==> src/rtl/pipe_hazard_ctrl.sv <==
// Hazard and sequencing controller for the 5-stage MIPS pipeline.
// Define HAZ_FWD_EN for load-use-only stalls plus EX operand forwarding.
module pipe_hazard_ctrl #(
  parameter int REG_W       = 5,
  parameter int MEM_TIMEOUT = 16
) (
  input  logic             clk,
  input  logic             rst_n,
  input  logic [REG_W-1:0] id_rs,
  input  logic [REG_W-1:0] id_rt,
  input  logic             id_uses_rt,
  input  logic [REG_W-1:0] ex_rs,
  input  logic [REG_W-1:0] ex_rt,
  input  logic [REG_W-1:0] ex_rd,
  input  logic             ex_regwrite,
  input  logic             ex_memread,
  input  logic             ex_branch_taken,
  input  logic             ex_jump,
  input  logic [REG_W-1:0] mem_rd,
  input  logic             mem_regwrite,
  input  logic [REG_W-1:0] wb_rd,
  input  logic             wb_regwrite,
  input  logic             dmem_req,
  input  logic             dmem_ready,
  output logic             pc_write,
  output logic             ifid_write,
  output logic             ifid_flush,
  output logic             idex_bubble,
  output logic             exmem_hold,
  output logic [1:0]       fwd_a,
  output logic [1:0]       fwd_b,
  output logic [7:0]       stall_cnt,
  output logic             mem_timeout
);

  typedef enum logic [1:0] {RUN = 2'd0, STALL = 2'd1, MEMWAIT = 2'd2} state_t;

  state_t     state_q, state_d;
  logic [7:0] wait_cnt_q, wait_cnt_d;
  logic [7:0] stall_cnt_q, stall_cnt_d;
  logic       mem_timeout_q, mem_timeout_d;
  logic       memwait, timeout_hit, flush, hazard;
  logic [1:0] fwd_a_d, fwd_b_d;

  // A producer only matters if it writes a non-zero register.
  function automatic logic hit(input logic we, input logic [REG_W-1:0] rd,
                               input logic [REG_W-1:0] src);
    return we && (rd != '0) && (rd == src);
  endfunction

`ifdef HAZ_FWD_EN
  assign hazard = ex_memread &&
                  (hit(ex_regwrite, ex_rd, id_rs) ||
                   (id_uses_rt && hit(ex_regwrite, ex_rd, id_rt)));

  always_comb begin
    fwd_a_d = 2'b00;
    fwd_b_d = 2'b00;
    if (hit(mem_regwrite, mem_rd, ex_rs))     fwd_a_d = 2'b10;
    else if (hit(wb_regwrite, wb_rd, ex_rs))  fwd_a_d = 2'b01;
    if (hit(mem_regwrite, mem_rd, ex_rt))     fwd_b_d = 2'b10;
    else if (hit(wb_regwrite, wb_rd, ex_rt))  fwd_b_d = 2'b01;
  end
`else
  logic unused_inputs;
  assign unused_inputs = ^{ex_rs, ex_rt, ex_memread};

  // Without forwarding the ID reader waits until the producer has retired from WB.
  assign hazard = hit(ex_regwrite, ex_rd, id_rs) || hit(mem_regwrite, mem_rd, id_rs) ||
                  hit(wb_regwrite, wb_rd, id_rs) ||
                  (id_uses_rt && (hit(ex_regwrite, ex_rd, id_rt) ||
                                  hit(mem_regwrite, mem_rd, id_rt) ||
                                  hit(wb_regwrite, wb_rd, id_rt)));
  assign fwd_a_d = 2'b00;
  assign fwd_b_d = 2'b00;
`endif

  assign memwait     = dmem_req && !dmem_ready;
  assign timeout_hit = memwait && (state_q == MEMWAIT) &&
                       (wait_cnt_q == 8'(MEM_TIMEOUT - 1));
  assign flush       = ex_branch_taken || ex_jump;

  always_comb begin
    pc_write      = 1'b1;
    ifid_write    = 1'b1;
    ifid_flush    = 1'b0;
    idex_bubble   = 1'b0;
    exmem_hold    = 1'b0;
    state_d       = RUN;
    wait_cnt_d    = '0;
    stall_cnt_d   = '0;
    mem_timeout_d = mem_timeout_q;
    if (memwait && !timeout_hit) begin
      pc_write    = 1'b0;
      ifid_write  = 1'b0;
      exmem_hold  = 1'b1;
      state_d     = MEMWAIT;
      wait_cnt_d  = (state_q == MEMWAIT) ? wait_cnt_q + 8'd1 : 8'd1;
      stall_cnt_d = stall_cnt_q;
    end else begin
      // A timed-out access is released and the pipeline resumes its normal decision.
      if (timeout_hit) mem_timeout_d = 1'b1;
      if (flush) begin
        ifid_flush  = 1'b1;
        idex_bubble = 1'b1;
      end else if (hazard) begin
        pc_write    = 1'b0;
        ifid_write  = 1'b0;
        idex_bubble = 1'b1;
        state_d     = STALL;
        stall_cnt_d = (stall_cnt_q == 8'hFF) ? 8'hFF : stall_cnt_q + 8'd1;
      end
    end
    if (!rst_n) begin
      pc_write    = 1'b0;
      ifid_write  = 1'b0;
      ifid_flush  = 1'b1;
      idex_bubble = 1'b1;
      exmem_hold  = 1'b0;
    end
  end

  assign fwd_a       = rst_n ? fwd_a_d : 2'b00;
  assign fwd_b       = rst_n ? fwd_b_d : 2'b00;
  assign stall_cnt   = stall_cnt_q;
  assign mem_timeout = mem_timeout_q;

  always_ff @(posedge clk or negedge rst_n) begin
    if (!rst_n) begin
      state_q       <= RUN;
      wait_cnt_q    <= '0;
      stall_cnt_q   <= '0;
      mem_timeout_q <= 1'b0;
    end else begin
      state_q       <= state_d;
      wait_cnt_q    <= wait_cnt_d;
      stall_cnt_q   <= stall_cnt_d;
      mem_timeout_q <= mem_timeout_d;
    end
  end

endmodule

==> config.mk <==
export PLATFORM = sky130hd
export DESIGN_NAME = pipe_hazard_ctrl
export DESIGN_NICKNAME = d
export VERILOG_FILES = /design/src/rtl/pipe_hazard_ctrl.sv
export SDC_FILE = /design/constraint.sdc
export NUM_CORES = 1
export LEC_CHECK = 0
export ABC_CLOCK_PERIOD_IN_PS = 1800
export BUFFER_PORTS_ARGS = -buffer_cell sky130_fd_sc_hd__buf_4
export CAP_MARGIN = 20
export CORE_MARGIN = 2
export CORE_UTILIZATION = 43
export CTS_BUF_LIST = sky130_fd_sc_hd__clkbuf_4 sky130_fd_sc_hd__clkbuf_8
export DETAILED_ROUTE_END_ITERATION = 10
export HOLD_SLACK_MARGIN = 0.08
export PLACE_DENSITY_LB_ADDON = 0.1
export SLEW_MARGIN = 20
export SYNTH_ARGS = -nofsm -noshare
export SYNTH_HDL_FRONTEND = slang
export SYNTH_SLANG_ARGS = --single-unit
==> constraint.sdc <==
create_clock -name clk -period 1.8 [get_ports clk]
set_clock_uncertainty 0.1 [all_clocks]
set_input_delay 0.09 -clock clk [delete_from_list [all_inputs] [get_ports clk]]
set_output_delay 0.09 -clock clk [all_outputs]
set_load 0.05 [all_outputs]
==> metrics.yaml <==
run_status:
  outcome: "complete, but fails checks"
  violations: "negative setup slack"
clock_network:
  cts.sinks: 19
  clk_pin_slew_worst_paths_ns: 0.12
  cts_tree: "done"
  cts_root_buf: "clkbuf_4"
  cts_buffer_depth: 2
  cts_made_buffers: 3
  ctsHtreeMaxLevel: 1
  worst_skew_pair.late_latency_ns: 0.32
floorplan:
  initial_utilization_pct: 45.1
  die_x_microns: 60.3
  pin_count: 64
  rows: 20
  die_h_microns: 60.3
  core_sq_um: 3030
  die-area_sq_um: 3640
finish:
  seq_area_sq_um: 478
  nets: 292
  syn_to_final_growth_pct: 76.5
  fillCellCount: 187
  multi_input_area_sq_um: 1050
  drive_above_1_share_pct: 52.7
  diodes: 0
  fin_cells: 287
synthesis:
  yosys.area_share.simple_pct: 24.1
  synth-edff-count: 0
  syn-cell-area_sq_um: 1370
  synth_top_family_by_area: "simple AND/OR/NAND/NOR gates"
  synth_common_cells: "24 x xnor2_1, 19 x dfrtp_1, 13 x nor2_1"
  yosysTopAreaCellShare_pct: 34.8
  synth_most_common_cell: "xnor2_1"
  synth_area_leaders: "dfrtp_1 35%, xnor2_1 15%, xor2_1 7.7%"
  muxShareOfSynthArea_pct: 0
  yosysTopAreaCell: "dfrtp_1"
  syn_inst: 152
  synthAdderAreaFrac_pct: 1.83
  synth-compound-area-share_pct: 11.5
  ys_seq_area_share_pct: 34.8
  async_reset_ff_share_pct: 100
  yosys_warnings: 0
  ys.flop_type: "dfrtp_1"
  synth_xor_area_share_pct: 23.1
  synth_cell_types: 34
  synth_seq_cells: 19
  syn_avg_cell_area_sq_um: 8.98
global_routing:
  grt_use_met3_pct: 2.77
  grt-busiest-layer: "met2"
  grt_pass1_vias: 1505
  use_met1_pct: 27.2
  grt_usage_pct: 25.2
  grt_first_pass_wirelength_mm: 6.68
  grt_max_degree: 24
  grt_overflow: 0
  grt_use_met2_pct: 47.2
  antenna_found_initial: 0
flow_run:
  maxCapViolations: 0
routing:
  routed_wl_mm: 4.35
  ant_nets: 0
  drc: 0
  drt_iter0_markers: 27
  vias: 1512
  avgViaCountPerCell: 5.27
  post_drt_wl_per_cell_microns: 15.2
  drtPass1Iterations: 4
sta:
  fmax_ghz: 0.492
  hold_viol_final: 0
  final_max_slew_viol_count: 0
  rsz0062_at_grt: "yes"
  setup_viol: 7
  timing.final.ws_setup_ns: -0.233
  fin_crit_sh_pct: 113
  period_needed_ns: 2.03
setup_path:
  worstPathRequired_ns: 1.61
  worstSetupPathType: "in -> out"
  critPathCaptureType: "output port"
  crit_chain: "buf_6 -> or4_4 -> o21ai_4 -> nor4_4 -> o31ai_2 -> buf_4 -> a211o_1 -> and3_4 -> buf_8"
  start_kind: "primary input"
  slowest_delay_ns: 0.54
  critPathSlowestCell: "or4_4"
  cp.arrival_ns: 1.84
  critPathMaxFanout: 2
  reg2reg_depth: 8
hold_path:
  worstHoldPathType: "in -> async"
power:
  p_leak_nw: 1.03
  vdd_drop_max_mv: 0.360
  p_per_area_nw_per_um2: 428
  total_power_mw: 1.03
placement:
  portBuffers: 48
  dp.cells: 267
  place_hpwl_mm: 2.96
  gp_congestion: 0.843
[layer usage]
metal | up-vias | share of wire [%]
met5 | - | 0
met4 | 0 | 2.8
met3 | 12 | 4.2
met2 | 39 | 55
met1 | 736 | 38
li1 | 725 | -
[cells by family after synthesis]
group	after synthesis
AO/OA/AOI/OAI	23
XOR/XNOR	36
adder cells (fa/ha/maj)	2
buffers and inverters	9
flip-flops	19
other	1
AND/OR/NAND/NOR	62
[power by group]
part | internal, mW | total (mW) | leakage, nW | switching [mW]
Clock | 0.0832 | 0.232 | 0.0177 | 0.149
Combinational | 0.182 | 0.366 | 0.758 | 0.184
Sequential | 0.431 | 0.434 | 0.259 | 0.00278
[final timing paths]
kind / startpoint / to / slack (ns)
worst min register to register: mem_timeout / mem_timeout / 0.42
worst max-delay path: ex_rd[1] / ifid_write / -0.23
worst min-delay path: rst_n / state_q[0] / 0.09
worst max register to register: wait_cnt_q[4] / stall_cnt[3] / -0.14
max in group asynchronous: rst_n / stall_cnt[1] / 1.25
min in group clk: ex_branch_taken / stall_cnt[4] / 0.15
[registers in the layout (all words and copies together) (netlist names)]
register and count:
mem_timeout 1, state_q 2, stall_cnt 8, wait_cnt_q 8
[metrics by stage]
stage / cell area [sq um] / hold slack, ns / worst slack (ns) / TNS [ns] / utilization (%)
floorplan: 1440 / -0.306 / -0.278 / -0.559 / -
global placement: 2010 / -0.100 / -0.248 / -2.18 / 66.5
detailed placement: 2010 / -0.0991 / -0.247 / -2.27 / 66.5
CTS: 2320 / 0.104 / -0.279 / -1.43 / 76.5
global route: 2410 / 0.111 / -0.321 / -1.88 / 79.6
finish: 2410 / 0.0935 / -0.233 / -1.14 / 79.6
[critical path, delay by kind of cell]
kind / cells / cell delay [ns]
and+or+nand+nor: 3 / 0.81
AOI/OAI and AO/OA: 3 / 0.53
buffers and inverters: 3 / 0.40
[area by class of cell]
cell class                 count  area share [%]
timing repair buffer          92            32.9
clock buffer                   3           0.935
sequential                    19            19.8
tap                           44            2.28
inverter                       1           0.156
multi-input combinational    127            43.7
clock inverter                 1           0.208
[layout by cell type (no fill, tap or decap), types with 3 or more instances in the layout]
cell type / synthesis / final
dfrtp_1: 19 / 17
nand2_1: 10 / 8
nand3_1: 6 / 5
clkbuf_4: 0 / 3
nor4_1: 8 / 4
xor2_1: 12 / 12
xnor2_1: 24 / 24
buf_8: 0 / 4
buf_6: 1 / 14
conb_1: 1 / 4
buf_4: 5 / 70
nand4_1: 8 / 8
a21oi_1: 6 / 5
or4_4: 0 / 3
dlygate4sd3_1: 0 / 3
nor4_4: 0 / 4
nor2_1: 13 / 10
[timing repair]
item                       4_1_cts  5_1_grt
hold endpoints to repair        20        0
hold buffers                     3        0
setup endpoints to repair        9       21
buffers inserted                11        7
resized for setup               40       17
pin swaps                       10        8
No activity file was read; power rests on OpenSTA's default activity.
